`src/rtl/eccdh3des_pkg.sv`:
```
// Shared definitions for the DES stream sequencer: FSM encoding and default
// parameter values.
package eccdh3des_pkg;

    typedef enum logic [1:0] {
        IDLE   = 2'd0,
        FETCH  = 2'd1,
        DRAIN  = 2'd2,
        FINISH = 2'd3
    } seq_state_t;

    localparam int unsigned DEF_ADDRSIZE     = 14;
    localparam int unsigned DEF_BLKW         = 64;
    localparam int unsigned DEF_RD_LAT       = 2;
    localparam int unsigned DEF_MAX_INFLIGHT = 4;

endpackage

```
`src/rtl/sram_rd_pipe.sv`:
```
// Tracks outstanding source SRAM reads through the read latency and registers
// the returned word as a single-cycle block for the cipher core.
module sram_rd_pipe #(
    parameter int unsigned RD_LAT = 2,
    parameter int unsigned BLKW   = 64
) (
    input  logic            clk,
    input  logic            reset_n,
    input  logic            flush,
    input  logic            rden,
    input  logic [BLKW-1:0] q,
    output logic            valid,
    output logic [BLKW-1:0] data
);

    logic [RD_LAT-1:0] vld_sr;

    always_ff @(posedge clk) begin
        if (!reset_n || flush) begin
            vld_sr <= '0;
            valid  <= 1'b0;
        end else begin
            vld_sr[0] <= rden;
            for (int unsigned i = 1; i < RD_LAT; i++) begin
                vld_sr[i] <= vld_sr[i-1];
            end
            valid <= vld_sr[RD_LAT-1];
        end
    end

    // Data is only captured when a tracked read lands, so the bus holds otherwise.
    always_ff @(posedge clk) begin
        if (!reset_n) begin
            data <= '0;
        end else if (vld_sr[RD_LAT-1] && !flush) begin
            data <= q;
        end
    end

endmodule

```
`src/rtl/des_stream_sequencer.sv`:
```
// Streams blocks from a source SRAM through a pipelined cipher core into a
// destination SRAM, bounding the number of blocks in flight.
module des_stream_sequencer
    import eccdh3des_pkg::*;
#(
    parameter int unsigned ADDRSIZE     = DEF_ADDRSIZE,
    parameter int unsigned BLKW         = DEF_BLKW,
    parameter int unsigned RD_LAT       = DEF_RD_LAT,
    parameter int unsigned MAX_INFLIGHT = DEF_MAX_INFLIGHT
) (
    input  logic                clk,
    input  logic                reset_n,
    input  logic                start,
    input  logic                abort,
    input  logic [ADDRSIZE-1:0] src_base,
    input  logic [ADDRSIZE-1:0] dst_base,
    input  logic [ADDRSIZE-1:0] num_blocks,
    output logic                src_rden,
    output logic [ADDRSIZE-1:0] src_addr,
    input  logic [BLKW-1:0]     src_q,
    output logic [BLKW-1:0]     core_data_in,
    output logic                core_valid_in,
    input  logic                core_valid_out,
    input  logic [BLKW-1:0]     core_data_out,
    output logic                dst_wren,
    output logic [ADDRSIZE-1:0] dst_addr,
    output logic [BLKW-1:0]     dst_data,
    output logic                busy,
    output logic                done,
    output logic                aborted,
    output logic [ADDRSIZE-1:0] blocks_written
);

    localparam int unsigned IW = $clog2(MAX_INFLIGHT + 1);
    localparam logic [ADDRSIZE-1:0] ONE = ADDRSIZE'(1);

    seq_state_t          state, state_next;
    logic [ADDRSIZE-1:0] src_base_r, dst_base_r, num_r, issued;
    logic [IW-1:0]       inflight;
    logic                issue, ret, cancel;

    assign cancel   = abort && (state != IDLE);
    assign issue    = (state == FETCH) && (issued < num_r) && (inflight < IW'(MAX_INFLIGHT));
    // Results arriving outside an active job, or alongside an abort, are dropped.
    assign ret      = core_valid_out && !abort && ((state == FETCH) || (state == DRAIN));
    assign src_rden = issue;
    assign src_addr = src_base_r + issued;
    assign busy     = (state != IDLE);
    assign done     = (state == FINISH) && !abort;

    always_ff @(posedge clk) begin
        if (!reset_n) state <= IDLE;
        else          state <= state_next;
    end

    always_comb begin
        state_next = state;
        case (state)
            IDLE:   if (start) state_next = (num_blocks == '0) ? FINISH : FETCH;
            FETCH:  if (issued == num_r) state_next = DRAIN;
            DRAIN:  if (ret && (blocks_written + ONE == num_r)) state_next = FINISH;
            FINISH: state_next = IDLE;
            default: state_next = IDLE;
        endcase
        if (cancel) state_next = IDLE;
    end

    always_ff @(posedge clk) begin
        if (!reset_n) begin
            src_base_r     <= '0;
            dst_base_r     <= '0;
            num_r          <= '0;
            issued         <= '0;
            inflight       <= '0;
            blocks_written <= '0;
            dst_wren       <= 1'b0;
            dst_addr       <= '0;
            dst_data       <= '0;
            aborted        <= 1'b0;
        end else begin
            dst_wren <= ret;
            aborted  <= cancel;
            if (ret) begin
                dst_data       <= core_data_out;
                dst_addr       <= dst_base_r + blocks_written;
                blocks_written <= blocks_written + ONE;
            end
            if ((state == IDLE) && start) begin
                src_base_r     <= src_base;
                dst_base_r     <= dst_base;
                num_r          <= num_blocks;
                issued         <= '0;
                inflight       <= '0;
                blocks_written <= '0;
            end else if (cancel) begin
                inflight <= '0;
            end else begin
                if (issue) issued <= issued + ONE;
                if (issue && !ret)      inflight <= inflight + IW'(1);
                else if (!issue && ret) inflight <= inflight - IW'(1);
            end
        end
    end

    sram_rd_pipe #(
        .RD_LAT (RD_LAT),
        .BLKW   (BLKW)
    ) u_rd_pipe (
        .clk     (clk),
        .reset_n (reset_n),
        .flush   (cancel),
        .rden    (issue),
        .q       (src_q),
        .valid   (core_valid_in),
        .data    (core_data_in)
    );

endmodule

```
`config.mk`:
```
export PLATFORM = sky130hd
export DESIGN_NAME = des_stream_sequencer
export DESIGN_NICKNAME = d
export VERILOG_FILES = /design/src/rtl/eccdh3des_pkg.sv /design/src/rtl/sram_rd_pipe.sv /design/src/rtl/des_stream_sequencer.sv
export SDC_FILE = /design/constraint.sdc
export NUM_CORES = 1
export LEC_CHECK = 0
export ABC_AREA = 1
export BUFFER_PORTS_ARGS = -buffer_cell sky130_fd_sc_hd__buf_2
export CORE_MARGIN = 2
export CORE_UTILIZATION = 54
export DETAILED_ROUTE_END_ITERATION = 6
export PLACE_DENSITY = 0.95
export SYNTH_ARGS = -nofsm -noshare
export SYNTH_HDL_FRONTEND = slang
export SYNTH_SLANG_ARGS = --single-unit
export TNS_END_PERCENT = 30
```
`constraint.sdc`:
```
create_clock -name clk -period 4.2 [get_ports clk]
set_input_delay 0.21 -clock clk [delete_from_list [all_inputs] [get_ports clk]]
set_output_delay 0.21 -clock clk [all_outputs]
set_load 0.02 [all_outputs]
```
# Word level (Yosys, flattened, before mapping)
# Cells that the tools add are included.
# op_classes
addsub,6
n_lt_le_gt_ge,2
n_eq_ne,8
mux,7
bitwise,2
reduce_logical,27
# op_table
cell,n
"adder 14 x 1 -> 14 bit, second input constant",2
adder 14 bit,2
equality test 14 bit,2
logical NOT 14 bit,1
< comparator 14 bit,1
logical AND 1 bit,11
2-to-1 mux 2 bit,4
one-hot mux 2 bit (4 select lines),1
2-to-1 mux 3 bit,2
logical NOT 1 bit,5
"equality test 2 bit, second input constant",2
"inequality test 2 x 1 -> 1 bit, second input constant",2
nonzero test 2 bit,2
OR reduction 2 bit,2
"adder 3 x 1 -> 3 bit, second input constant",1
"< comparator 3 bit, second input constant",1
AND reduction 3 bit,1
OR reduction 3 bit,1
"subtractor 3 x 1 -> 3 bit, second input constant",1
"equality test 2 x 1 -> 1 bit, second input constant",1
logical NOT 2 bit,1
logical OR 1 bit,2
"inequality test 2 bit, second input constant",1
inverter 1 bit,2
AND reduction 2 bit,1
# word_totals
regBits,222
inputBits,175

# Depth between registers and ports, before layout
# depth
ltp_word,7
depth_mapped,16
ltp_nobuf,16

# By module
# A second synthesis with hierarchy kept.
# unflattened
cells_unflattened,1509
hier_area_um2,10667.7
# modules_own_cells
module,n_inst,cells_each,area_each_um2
des_stream_sequencer,1,1086,7796.2
sram_rd_pipe,1,423,2871.5

# Worst setup path before layout
# Ideal clock, no wire load.
# synth_timing
path_kind,flip-flop to flip-flop
from,register num_r[9]
to,register inflight[2]
setup_ps,116
t_arrival_ps,2407
path_slack_ps,1677
stages_incl_launch_ff,14
path_buffers,0
synth_period_minus_slack_ps,2523
path_cell_list,dfxtp_1 > inv_1 > ha_1 > a21oi_1 > o21ai_0 > nand2_1 > o2111ai_1 > a21oi_1 > ha_1 > inv_1 > fa_1 > xor2_1 > nand2_1 > a21oi_1
# synth_between
elab_chain_cells,6
word_cells_on_any_way,8
# synth_rtl
item,line_no,rtl
from (decl),des_stream_sequencer.sv:38,"logic [ADDRSIZE-1:0] src_base_r, dst_base_r, num_r, issued;"
from (signal assigned),des_stream_sequencer.sv:91,num_r <= num_blocks;
< comparator 14 bit (*),des_stream_sequencer.sv:43,assign issue = (state == FETCH) && (issued < num_r) && (inflight < IW'(MAX_INFLIGHT));
logical AND 1 bit (*) (2 in a row),des_stream_sequencer.sv:43,
net src_rden,des_stream_sequencer.sv:18,"output logic src_rden,"
logical NOT 1 bit,des_stream_sequencer.sv:100,else if (!issue && ret) inflight <= inflight - IW'(1);
logical AND 1 bit,des_stream_sequencer.sv:100,
nonzero test 2 bit (no source line),n/a,
to (signal assigned),des_stream_sequencer.sv:99,if (issue && !ret) inflight <= inflight + IW'(1);
to (signal assigned),des_stream_sequencer.sv:100,
to (decl),des_stream_sequencer.sv:39,logic [IW-1:0] inflight;
# Mark *: on every way through the listed nets, which the timed path passes. The rest lies on a longest branch.
# A chain may end at the register's enable or synchronous reset.

# Worst setup path after layout
# layout_timing
from,register issued[0]
to,output port src_addr[12]
# layout_between
elab_chain_cells,1
# layout_rtl
item,line_no,rtl
from (decl),des_stream_sequencer.sv:38,
from (signal assigned),des_stream_sequencer.sv:98,if (issue) issued <= issued + ONE;
adder 14 bit,des_stream_sequencer.sv:47,assign src_addr = src_base_r + issued;
to (decl),des_stream_sequencer.sv:19,"output logic [ADDRSIZE-1:0] src_addr,"
# Every way passes these cells.

==> flow_summary.toml <==
[sta]
final.setup.tns_ns = 0
setup_viol = 0
finalCriticalPeriod_ns = 3.20
period_share_pct = 76.1
holdWs_ns = -0.00683
rsz0062_at_grt = "false"
worst_slew_pin_slew_ns = 1.06
hold_violations = 1
slew_viol_final = 0
slew_headroom_pct = 29.4
fin_skew_ns = 0.0260
fmax_ghz = 0.313

[clock_network]
cts_tree = "yes"
clkSinkCount = 222
insertion_delay_ns = 0.53
ctsHtreeMaxLevel = 1
cts_buffers = 24
clk_pin_slew_ns = 0.07
ctsRootBufferMaster = "clkbuf_16"
clockBufferDepth = 3
cts_setup_buffers = 0

[synthesis]
synth_seq_area_share_pct = 44.0
synth-main-ff-cell = "dfxtp_1"
ys_seq_elements = 222
post-synth-top-area-fraction_pct = 44.0
synth_nets = 1598
synth_enable_flop_cells = 0
async_flop_share_pct = 0
yosys-top-cells-area = "dfxtp_1 (44%), nor2_1 (14%), o21ai_0 (10%), ha_1 (5.8%), nand2_1 (4.8%)"
synth.most_common_cell = "nor2_1"
synthDistinctLibCells = 44
yosysTopAreaCell = "dfxtp_1"
synthTopCellsByCount = "nor2_1 (370), dfxtp_1 (222), o21ai_0 (207)"
synth_cells = 1373
synth.avg_cell_area_um2 = 7.36
netlist_area_um2 = 10100
yosysWarnings = 0

[finish]
nFillCells = 1123
area_growth_pct = 41.5
final_nets = 2067
drive_gt1_share_pct = 22.8
fin_cells = 2100

[global_routing]
grt_max_degree = 98
overflow = 0
track_usage_pct = 39.9
first_global_vias = 12400
antenna_found_initial = 3
grt_first_pass_wirelength_mm = 63.3

[floorplanning]
coreArea_um2 = 18500
die_area_um2 = 19800
start_util_pct = 54.6
io_pins = 351
row_count = 50
die_w_um = 141
die_h_um = 141

[routing]
vias = 12400
vias_per_cell = 5.89
drc_errors = 0
avgRoutedWirePerCell_um = 19.6
drt_pass1_iterations = 6
detail-route-antenna-nets = 0
drt-initial-drc-count = 1318
finalWirelength_mm = 41.3

[setup_path]
crit_type = "reg2out"
end_kind = "output port"
max_stage_delay_ns = 0.45
cp.required_ns = 3.99
critPathMaxFanout = 6
slowest_stage = "fa_1"
cp_data_arrival_time_ns = 2.99
worstPathCellList = "ha_1 > inv_1 > fa_1 > o21ai_0 > nand4_1 > o2111ai_1 > xor2_1 > buf_2"
crit_path_start_kind = "flip-flop"

[power_and_ir_drop]
p_leak_nw = 7.00
ir_drop_v = 0.000418
p_per_area_nw_per_um2 = 527

[place]
portBuffers = 350
dpl.cell_count = 1898
gp_congestion = 0.913
hpwlAfterDp_mm = 22.3

[run]
max-cap-violations = 0

[min_path]
hold_class = "in2reg"

[run_status]
status = "finished, violations left"
violations = "hold timing"
## layout by cell type, fill, tap and decap left out, drive strengths merged
| cell type | Yosys | layout |
|---|---|---|
| o21ai | 213 | 213 |
| a21boi | 1 | 1 |
| a41oi | 1 | 1 |
| and2 | 1 | 1 |
| a21o | 1 | 1 |
| dlygate4sd3 | 0 | 152 |
| inv | 95 | 96 |
| nor2 | 379 | 379 |
| dfxtp | 222 | 222 |
| clkbuf | 55 | 38 |
| fa | 3 | 3 |
| a31oi | 4 | 4 |
| or2 | 1 | 1 |
| a211oi | 1 | 1 |
| o21bai | 1 | 1 |
| and3 | 1 | 1 |
| o211ai | 5 | 5 |
| xnor3 | 1 | 1 |
| xnor2 | 12 | 12 |
| diode | 0 | 6 |
| nor3 | 16 | 16 |
| nand2 | 136 | 136 |
| clkinv | 0 | 4 |
| nand4 | 9 | 9 |
| o2111ai | 3 | 3 |
| xor2 | 23 | 23 |
| nor3b | 2 | 2 |
| buf | 11 | 357 |
| o31ai | 2 | 2 |
| o221ai | 2 | 2 |
| nor4 | 3 | 3 |
| o21a | 1 | 1 |
| ha | 47 | 47 |
| nand3 | 47 | 47 |
| a21oi | 74 | 74 |
| bufinv | 0 | 1 |
## flip-flops by register name, summed over array words and instances, names as in the netlist, 14 cells and up
name and flops:
dst_data 64, u_rd_pipe.data 64, blocks_written 14, dst_addr 14, dst_base_r 14, issued 14
num_r 14, src_base_r 14
## area by class of cell
type / count / area [um^2] / share of cell area (%)
Antenna cell: 6 / 15.0 / 0.105
Clock buffer: 38 / 733 / 5.13
Clock inverter: 6 / 70.1 / 0.490
Inverter: 95 / 357 / 2.49
Multi-Input combinational cell: 990 / 5070 / 35.4
Sequential cell: 222 / 4440 / 31.1
Tap cell: 234 / 293 / 2.05
Timing Repair Buffer: 509 / 3330 / 23.3
## cells by family (layout without fill, tap and decap cells)
logic type | Yosys count | in the layout | share of synthesized area [%]
xor+xnor | 36 | 36 | 3.25
buf+inv | 161 | 648 | 6.01
simple gates | 595 | 595 | 24.4
compound gates | 309 | 309 | 16.0
other cells | 0 | 6 | 0
fa+ha+maj | 50 | 50 | 6.41
flops | 222 | 222 | 44.0
## through the flow
stage / worst slack, ns / area (um^2) / power [W] / utilization (%) / hold slack, ns
detailed placement: 1.70 / 12000 / 0.00505 / 64.6 / 0.439
finish: 1.00 / 14300 / 0.00754 / 77.3 / -0.00683
global route: 0.942 / 14300 / 0.00784 / 77.2 / 0.0204
global placement: 1.82 / 12000 / 0.00497 / 64.6 / 0.429
CTS: 1.24 / 14300 / 0.00729 / 77.1 / 0.00190
floorplan: 1.68 / 10100 / 0.00429 / - / 0.345
## metal layers
layer  vias to the layer above  global-route usage, %  routed length [um]  part of all wire [%]
met5                         -                      0                   0                     0
met4                         0                   29.5                3830                   9.3
met3                       348                   11.4                4640                    11
met2                      1004                   66.4               19000                    46
met1                      5577                   43.3               13700                    33
li1                       5443                      -                   -                     -
## report_power, final
| group | switching (W) | total [W] | leakage, nW | internal, W |
|---|---|---|---|---|
| Sequential | 0.000275 | 0.00275 | 1.81 | 0.00247 |
| Combinational | 0.00176 | 0.00262 | 4.79 | 0.000856 |
| Clock | 0.000913 | 0.00218 | 0.398 | 0.00126 |
| Total | 0.00295 | 0.00754 | 7.00 | 0.00459 |
## timing repair
action                                  4_1_cts  5_1_grt
endpoints found under the setup margin        0        0
endpoints found under the hold margin       151        1
resized for setup                             0        0
hold buffers                                151        1
## final timing paths
path,start,depth (start not counted),to,slack (ns)
max reg2reg,state[0]$_SDFFE_PP0P_,9,u_rd_pipe.data[29]$_SDFFE_PN0P_,1.46
min,dst_base[13],3,dst_base_r[13]$_SDFFE_PN0P_,-0.007
max,issued[0]$_SDFFE_PP0P_,8,src_addr[12],1.00
min reg2reg,u_rd_pipe.vld_sr[0]$_SDFF_PP0_,1,u_rd_pipe.vld_sr[1]$_SDFF_PP0_,0.48
## critical path: cells and delay by family, from the launching register on
family | cells | cell delay, ns
xor+xnor | 1 | 0.18
simple gates | 1 | 0.24
buf+inv | 2 | 0.25
compound gates | 2 | 0.68
fa+ha+maj | 2 | 0.66
flops | 1 | 0.44
Note: power is estimated with default switching activity, not from simulation.
